--- config.mk ---
export PLATFORM = sky130hd
export DESIGN_NAME = present_sbox_sequencer
export DESIGN_NICKNAME = d
export VERILOG_FILES = /design/src/rtl/present_sbox_sequencer.sv
export SDC_FILE = /design/constraint.sdc
export NUM_CORES = 1
export LEC_CHECK = 0
export ABC_AREA = 0
export BUFFER_PORTS_ARGS = -buffer_cell sky130_fd_sc_hd__buf_2
export CAP_MARGIN = 15
export CORE_MARGIN = 2
export CORE_UTILIZATION = 25
export CTS_CLUSTER_DIAMETER = 100
export DETAILED_ROUTE_END_ITERATION = 8
export HOLD_SLACK_MARGIN = 0.12
export PLACE_DENSITY_LB_ADDON = 0.2
export SKIP_CTS_REPAIR_TIMING = 1
export SYNTH_ARGS = -nofsm -noshare
export SYNTH_HDL_FRONTEND = slang
export SYNTH_SLANG_ARGS = --single-unit
--- constraint.sdc ---
create_clock -name clk -period 5.8 [get_ports clk]
set_input_delay 0.58 -clock clk [delete_from_list [all_inputs] [get_ports clk]]
set_output_delay 0.58 -clock clk [all_outputs]
set_load 0.01 [all_outputs]
--- src/rtl/present_sbox_sequencer.sv ---
// One PRESENT round (key add, sLayer, pLayer) that sends the state through an
// external pipelined sbox one nibble per cycle and collects the results into a single 64-bit output.
module present_sbox_sequencer #(
  parameter int          SBOX_LAT  = 3,
  parameter logic [20:0] LFSR_SEED = 21'h1B5E3
) (
  input  logic        clk,
  input  logic        rst_n,
  input  logic        in_valid,
  output logic        in_ready,
  input  logic [63:0] in_state,
  input  logic [63:0] in_key,
  output logic        sb_x0,
  output logic        sb_x1,
  output logic        sb_x2,
  output logic        sb_x3,
  output logic [20:0] sb_r,
  input  logic        sb_y0,
  input  logic        sb_y1,
  input  logic        sb_y2,
  input  logic        sb_y3,
  output logic        out_valid,
  input  logic        out_ready,
  output logic [63:0] out_state
);

  typedef enum logic [1:0] {S_IDLE, S_ISSUE, S_DRAIN, S_DONE} state_t;

  state_t      r_state, w_state_next;
  logic [63:0] r_data, r_result, r_out;
  logic [3:0]  r_cnt, r_x;
  logic [20:0] r_lfsr;
  logic [SBOX_LAT-1:0] r_dl_valid;
  logic [3:0]  r_dl_idx [SBOX_LAT];

  logic [63:0] w_in_x, w_result_next;
  logic [3:0]  w_cnt_inc, w_y, w_tail_idx;
  logic        w_tail_valid;

  assign w_in_x       = in_state ^ in_key;
  assign w_cnt_inc    = r_cnt + 4'd1;
  assign w_y          = {sb_y3, sb_y2, sb_y1, sb_y0};
  assign w_tail_valid = r_dl_valid[SBOX_LAT-1];
  assign w_tail_idx   = r_dl_idx[SBOX_LAT-1];

  function automatic logic [63:0] p_layer(input logic [63:0] x);
    logic [63:0] p;
    p     = '0;
    for (int i = 0; i < 63; i++) p[(16 * i) % 63] = x[i];
    p[63] = x[63];
    return p;
  endfunction

  // NOTE: every signal assigned in always_comb gets a default first, so no path leaves it unassigned and no latch is inferred.
  always_comb begin
    w_result_next = r_result;
    if (w_tail_valid) w_result_next[{w_tail_idx, 2'b00} +: 4] = w_y;
  end

  always_comb begin
    w_state_next = r_state;
    case (r_state)
      S_IDLE:  if (in_valid) w_state_next = S_ISSUE;
      S_ISSUE: if (r_cnt == 4'd15) w_state_next = S_DRAIN;
      S_DRAIN: if (w_tail_valid && w_tail_idx == 4'd15) w_state_next = S_DONE;
      S_DONE:  if (out_ready) w_state_next = S_IDLE;
      default: w_state_next = S_IDLE;
    endcase
  end

  // NOTE: sequential state uses non-blocking assignments only, so every register samples pre-edge values regardless of statement order.
  always_ff @(posedge clk or negedge rst_n) begin
    if (!rst_n) r_state <= S_IDLE;
    else        r_state <= w_state_next;
  end

  always_ff @(posedge clk or negedge rst_n) begin
    if (!rst_n) begin
      r_data   <= '0;
      r_cnt    <= '0;
      r_x      <= '0;
      r_result <= '0;
      r_out    <= '0;
      r_lfsr   <= LFSR_SEED;
    end else begin
      r_lfsr   <= {r_lfsr[19:0], r_lfsr[20] ^ r_lfsr[18]};
      r_result <= w_result_next;
      r_x      <= 4'd0;
      case (r_state)
        S_IDLE: if (in_valid) begin
          r_data <= w_in_x;
          r_cnt  <= 4'd0;
          r_x    <= w_in_x[3:0];
        end
        S_ISSUE: if (r_cnt != 4'd15) begin
          r_cnt <= w_cnt_inc;
          r_x   <= r_data[{w_cnt_inc, 2'b00} +: 4];
        end
        S_DRAIN: if (w_state_next == S_DONE) r_out <= p_layer(w_result_next);
        default: ;
      endcase
    end
  end

  // NOTE: the delay line is reset explicitly; leaving it unreset would let in-flight nibbles from before a reset land in the next result.
  always_ff @(posedge clk or negedge rst_n) begin
    if (!rst_n) begin
      r_dl_valid <= '0;
      for (int i = 0; i < SBOX_LAT; i++) r_dl_idx[i] <= 4'd0;
    end else begin
      r_dl_valid[0] <= (r_state == S_ISSUE);
      r_dl_idx[0]   <= r_cnt;
      for (int i = 1; i < SBOX_LAT; i++) begin
        r_dl_valid[i] <= r_dl_valid[i-1];
        r_dl_idx[i]   <= r_dl_idx[i-1];
      end
    end
  end

  assign in_ready  = (r_state == S_IDLE);
  assign out_valid = (r_state == S_DONE);
  assign out_state = r_out;
  assign sb_r      = r_lfsr;
  assign {sb_x3, sb_x2, sb_x1, sb_x0} = r_x;

endmodule

==> summary.txt, run 1 <==
STA
  – Worst-Margin Slew: 0.992 ns
  – Slew HR: 33.5%
  – Final max-slew violation count: 0
  – F_max: 0.350 GHz
  – Final critical-path required period: 2.85 ns
  – Hold WS: 0.101 ns
  – Final worst-path cycle share: 49.2%
  – Worst setup margin: 2.95 ns
  – Final hold viol count: 0
  – Final setup viols: 0
  – RSZ-0062 raised after global routing: false
  – Post-Route Skew: ~0.0068 ns
  – Setup TNS: 0 ns

Synth
  – EDFF count, synth: 0
  – Ys async rst share: 100%
  – Distinct cells, synth: 47
  – Synth top area share: 58.1%
  – Seq cells post-synth: approximately 240
  – Primary FF master, synth: dfrtp_1
  – Synth top area cells: dfrtp_1 (58%), nand2_1 (8.6%), mux2_2 (8.1%)
  – Ys Warns: 0
  – Mapped Area: 9780 sq um
  – Synthesized Nets: around 1000
  – Avg Cell Area, Syn: roughly 11 sq um
  – Gate Count Post-Synth: between 800 and 900
  – Yosys top cell by area: dfrtp_1
  – Sequential share of the synthesized area: 61.0%

Power and ir drop
  – Switching share of total power: 32.6%
  – VDD IR max: 202 uV
  – Total power: 0.00591 W
  – Leakage: 5.95 nW
  – Internal: 0.00399 W
  – Clock Power Share: 30.9%
  – PwrDens: 475 nW/um^2
  – Net switching power: 0.00192 W
  – Flop pwr share: 42.0%
  – Combinational Power Share: 27.1%

CTS
  – CTS tree: yes
  – CTS clk-pin slew, worst paths: 0.06 ns
  – Clock sink count: 238
  – TritonCTS Buffers: 28
  – CTS root buffer: clkbuf_16
  – Skew-Pair Late Insertion Delay: 0.54 ns
  – Clock Tree Buf Depth: 3
  – H-tree levels: 1

Drt
  – WL/cell: 16.1 um
  – Starting DRT DRC Count: approximately 260
  – ANT nets after route: 0
  – DRC: 0
  – Total wire length: 25.9 mm
  – Vias/cell: between 4 and 5
  – Pre-Repair DR Iteration Count: 4
  – Vias: 6825

Layout
  – Area grow syn2layout: 27.2%
  – Total Nets Final: 1216
  – Diodes inserted: 0
  – Layout cells sized above 1: 34.9%
  – Finished Layout Cells: around 1600

Critical path
  – WP data arrival: 3.27 ns
  – CP Class: reg2reg
  – R2r setup slk: between 2 and 3 ns
  – FF-to-FF End: out_state[47]$_DFFE_PN0P_
  – R2R depth: 6
  – Setup crit end kind: register
  – R2r startpoint: w_tail_idx[0]$_DFF_PN0_
  – Startpoint Class: register
  – Critical Path Fanout Max: 8
  – Worst path required time: 6.22 ns

Die
  – Die Area: 40700 sq um
  – # rows: 72
  – Die H: 202 um
  – Die width: roughly 200 um
  – Starting Density: between 20% and 30%
  – Std-Cell Core Area: 38600 sq um
  – Ports: 227

Global route
  – Antenna violations before repair: 0
  – Grt ovf: 0
  – GRT Total Usage: ~13%
  – First-pass GRT wire length: 40.6 mm
  – Largest net degree at the start of global routing: 129
  – Vias in the first global route: 7010

Hold path
  – Type of the tightest min-delay check: in2async

Placed design
  – PortBufs: about 230
  – GP Congestion: 0.751
  – Placed cells: around 1600
  – DPL Wire Length: 17.9 mm
  – Pre-CTS setup slack: 2.94 ns

Job
  – Max-Cap Viols: 0

Status
  – Outcome: complete, no violations
logic make-up (layout without fill, tap and decap cells):
kind of cell	Yosys count	in the layout	synth area share [%]
multiplexers	86	86	10.2
XOR/XNOR	70	70	6.27
flip-flops	238	238	61.0
AO/OA/AOI/OAI	107	107	6.63
buffers and inverters	56	296	2.51
adder cells (fa/ha/maj)	3	3	0.384
AND/OR/NAND/NOR	298	298	13.0
sequential cells by signal, indices dropped and copies added, names as in the netlist:
name,count
sb_r,21
r_x,4
w_tail_idx,4
r_data,64
r_cnt,4
out_state,64
r_dl_idx,8
r_dl_valid,3
r_result,64
r_state,2
per-stage QoR:
stage	instance area [sq um]	util [%]
after floorplan	9780	-
after global placement	11500	29.6
after detailed placement	11500	29.6
after CTS	12400	32.1
after global routing	12400	32.2
final	12400	32.2
final cells by class:
class / instances / area, sq um
clock buffers: 38 / 820
clock inverters: 13 / 148
fillers: 3991 / 26200
inverters: 13 / 48.8
multi-input cells: 564 / 3610
flip-flops and latches: 238 / 5970
well taps: 518 / 648
repair buffers: 232 / 1210
layer usage:
layer  routed length (um)  part of all wire [%]  global-route usage (%)  up-vias
met3                 1590                   6.1                    2.82       24
met5                    0                     0                       0        -
li1                     -                     -                       -     3326
met4                  304                   1.2                    2.47        0
met2                12600                    49                    21.7      179
met1                11400                    44                    16.4     3296
how the worst max path moves through the flow:
stage | slack [ns] | to | start | depth (start not counted)
2_1_floorplan | 3.32 | out_state[16]$_DFFE_PN0P_ | w_tail_idx[0]$_DFF_PN0_ | 8
3_3_place_gp | 3.07 | out_state[15]$_DFFE_PN0P_ | w_tail_idx[0]$_DFF_PN0_ | 6
3_5_place_dp | 2.94 | out_state[47]$_DFFE_PN0P_ | w_tail_idx[0]$_DFF_PN0_ | 6
4_1_cts | 2.93 | out_state[47]$_DFFE_PN0P_ | w_tail_idx[0]$_DFF_PN0_ | 6
5_1_grt | 2.78 | out_state[47]$_DFFE_PN0P_ | w_tail_idx[0]$_DFF_PN0_ | 6
6_report | 2.95 | out_state[47]$_DFFE_PN0P_ | w_tail_idx[0]$_DFF_PN0_ | 6
power by group through the flow:
stage	registers, W	logic, W	clock network (W)
after detailed placement	0.00252	0.00163	0
final	0.00248	0.00160	0.00182
after floorplan	0.00240	0.00119	0
after global placement	0.00251	0.00159	0
after global routing	0.00255	0.00183	0.00196
after CTS	0.00249	0.00163	0.00189
synth_stat cells, types with 2 or more instances:
| cell | n |
|---|---|
| a21bo_2 | 4 |
| a21oi_1 | 2 |
| a22oi_1 | 3 |
| a32oi_1 | 4 |
| a41oi_1 | 2 |
| and2_1 | 2 |
| buf_6 | 3 |
| clkbuf_1 | 36 |
| dfrtp_1 | 227 |
| dfstp_2 | 11 |
| ha_1 | 3 |
| inv_1 | 12 |
| mux2_2 | 70 |
| mux2_4 | 4 |
| mux2i_1 | 10 |
| mux4_2 | 2 |
| nand2_1 | 223 |
| nand3_1 | 38 |
| nand4_1 | 7 |
| nor2_1 | 6 |
| nor2b_1 | 7 |
| nor3_1 | 2 |
| nor3b_1 | 3 |
| o21ai_0 | 78 |
| o31ai_1 | 8 |
| or4_1 | 2 |
| xnor2_1 | 63 |
| xor2_1 | 7 |
layout by cell type (no fill, tap or decap), drive strengths merged, types with 3 or more instances in the layout:
cell type	instances
a21bo	4
a22oi	3
a32oi	4
buf	232
bufinv	3
clkbuf	38
clkinv	7
clkinvlp	3
dfrtp	227
dfstp	11
ha	3
inv	13
mux2	74
mux2i	10
nand2	223
nand3	39
nand4	7
nor2	6
nor2b	7
nor3	3
nor3b	3
o21ai	78
o31ai	8
xnor2	63
xor2	7
worst max-delay path, cell delays in order, from the launching register on:
cell	delay (ns)
dfrtp_1	0.52
inv_1	0.16
ha_1	0.30
xor2_1	0.43
nor3b_1	0.64
mux2_2	0.42
mux2_2	0.26
(Power assumes the default switching activity.)
==> inputs of run 2 (changes only) <==
==> constraint.sdc (replaced) <==
create_clock -name clk -period 2.91 [get_ports clk]
set_input_delay 0.291 -clock clk [delete_from_list [all_inputs] [get_ports clk]]
set_output_delay 0.291 -clock clk [all_outputs]
set_load 0.01 [all_outputs]
==> summary.txt, run 2 (same netlist as run 1, synthesis figures left out) <==
CTS
  – H-tree levels: 1 (unchanged)
  – CTS clk-pin slew, worst paths: 0.06 ns (about the same)
  – CTS tree: yes (unchanged)
  – Clock Tree Buf Depth: 3 (unchanged)
  – CTS root buffer: clkbuf_16 (unchanged)
  – TritonCTS Buffers: 28 (unchanged)
  – Clock sink count: 238 (unchanged)
  – Skew-Pair Late Insertion Delay: 0.55 ns (was 0.54 ns)

Global route
  – Vias in the first global route: 6986 (was 7010)
  – Antenna violations before repair: 0 (unchanged)
  – Largest net degree at the start of global routing: 107 (was 129)
  – Grt ovf: 0 (unchanged)
  – First-pass GRT wire length: 39.9 mm (was 40.6 mm)
  – GRT Total Usage: 12.4% (was 12.7%)

Layout
  – Area grow syn2layout: 38.9% (was 27.2%)
  – Reg area: 5970 sq um (unchanged)
  – Fin util: 35.2% (was 32.2%)
  – Most common library cell in the layout ignoring fill and taps: dfrtp_1 (unchanged)
  – Total Nets Final: 1332 (was 1216)
  – Most frequent cells in the layout: dfrtp_1 (227), buf_2 (225), nand2_1 (222), dlygate4sd3_1 (104), o21ai_0 (78) (was dfrtp_1 (227), buf_2 (225), nand2_1 (222), o21ai_0 (78), mux2_2 (70))
  – Diodes inserted: 0 (unchanged)
  – Layout cells sized above 1: 32.1% (was 34.9%)
  – Filler cell count: 3917 (was 3991)
  – Multi-input logic area: 3610 sq um (unchanged)

STA
  – F_max: 0.395 GHz (was 0.350 GHz)
  – Post-Route Skew: 0.0222 ns (was 0.00679 ns)
  – Final critical-path required period: 2.53 ns (was 2.85 ns)
  – RSZ-0062 raised after global routing: false (unchanged)
  – Final worst-path cycle share: 87.0% (was 49.2%)
  – Final setup viols: 0 (unchanged)
  – Final max-slew violation count: 0 (unchanged)
  – Setup TNS: 0 ns (unchanged)
  – Slew HR: 40.1% (was 33.5%)
  – Worst-Margin Slew: 0.899 ns (was 0.992 ns)
  – Final hold viol count: 0 (unchanged)
  – Hold WS: 0.0990 ns (was 0.101 ns)

Critical path
  – Critical Path Fanout Max: 7 (was 8)
  – WP data arrival: 2.97 ns (was 3.27 ns)
  – Setup crit end kind: register (unchanged)
  – CP Class: reg2reg (unchanged)
  – R2R depth: 7 (was 6)
  – Startpoint Class: register (unchanged)
  – Worst path required time: 3.35 ns (was 6.22 ns)

Die
  – Ports: 227 (unchanged)
  – Die Area: 40700 sq um (unchanged)
  – # rows: 72 (unchanged)
  – Std-Cell Core Area: 38600 sq um (unchanged)
  – Die width: 202 um (unchanged)
  – Starting Density: 25.3% (unchanged)
  – Die H: 202 um (unchanged)

Drt
  – Vias/cell: 4.13 (was 4.22)
  – Pre-Repair DR Iteration Count: 5 (was 4)
  – Vias: 7165 (was 6825)
  – ANT nets after route: 0 (unchanged)
  – Starting DRT DRC Count: 352 (was 255)
  – WL/cell: 15.0 um (was 16.1 um)
  – DRC: 0 (unchanged)
  – Total wire length: 26.0 mm (was 25.9 mm)

Status
  – Outcome: complete, no violations (unchanged)

Placed design
  – DPL Wire Length: 17.9 mm (about the same)
  – GP Congestion: 0.742 (was 0.751)
  – PortBufs: 226 (unchanged)

Power and ir drop
  – PwrDens: 887 nW/um^2 (was 475 nW/um^2)
  – Total power: 0.0120 W (was 0.00591 W)
  – VDD IR max: 442 uV (was 202 uV)
  – Leakage: 6.44 nW (was 5.95 nW)

Hold path
  – Hold depth: 3
  – Type of the tightest min-delay check: in2reg (was in2async)

Job
  – Max-Cap Viols: 0 (unchanged)
[run 2: power breakdown]
part           internal, W  total [W]  switching (W)
clock network      0.00221    0.00362        0.00140
logic              0.00159    0.00353        0.00194
registers          0.00436    0.00490       0.000541
total              0.00816     0.0120        0.00388
[run 2: worst paths after layout]
| path | startpoint | endpoint | slack, ns |
|---|---|---|---|
| setup / recovery | w_tail_idx[1]$_DFF_PN0_ | out_state[48]$_DFFE_PN0P_ | 0.38 |
| hold / removal | in_state[27] | r_data[27]$_DFFE_PN0P_ | 0.1 |
| setup reg to reg | w_tail_idx[1]$_DFF_PN0_ | out_state[48]$_DFFE_PN0P_ | 0.38 |
| hold reg to reg | r_dl_valid[1]$_DFF_PN0_ | r_dl_valid[2]$_DFF_PN0_ | 0.34 |
| max in group asynchronous | rst_n | r_data[58]$_DFFE_PN0P_ | 1.73 |
| min in group asynchronous | rst_n | out_state[26]$_DFFE_PN0P_ | 0.30 |
[run 2: area by class of cell]
| type | count | area share [%] |
|---|---|---|
| clock buffers | 40 | 5.71 |
| clock inverters | 12 | 1.35 |
| inverters | 13 | 0.359 |
| multi-input cells | 564 | 26.5 |
| flip-flops and latches | 238 | 43.9 |
| well taps | 518 | 4.77 |
| repair buffers | 348 | 17.3 |
[run 2: through the flow]
stage | instances | area [sq um] | setup slack [ns]
2_1_floorplan | 858 | 9780 | 0.429
3_3_place_gp | 1577 | 11600 | 0.428
3_5_place_dp | 1577 | 11600 | 0.373
4_1_cts | 1629 | 12500 | 0.365
5_1_grt | 1733 | 13600 | 0.227
6_report | 1733 | 13600 | 0.378
[run 2: metal layers]
| metal | up-vias | wire (um) | track usage, % |
|---|---|---|---|
| met1 | 3388 | 11400 | 16.5 |
| met4 | 0 | 437 | 2.86 |
| met3 | 32 | 1450 | 2.68 |
| li1 | 3559 | - | - |
| met2 | 186 | 12800 | 20.7 |
| met5 | - | 0 | 0 |
[run 2: worst max-delay path, stage by stage, from the launching register on]
cell	delay, ns
dfrtp_1	0.44
inv_2	0.07
ha_1	0.39
inv_1	0.20
nand3_2	0.16
or4b_4	0.60
mux2_2	0.30
mux2_2	0.26
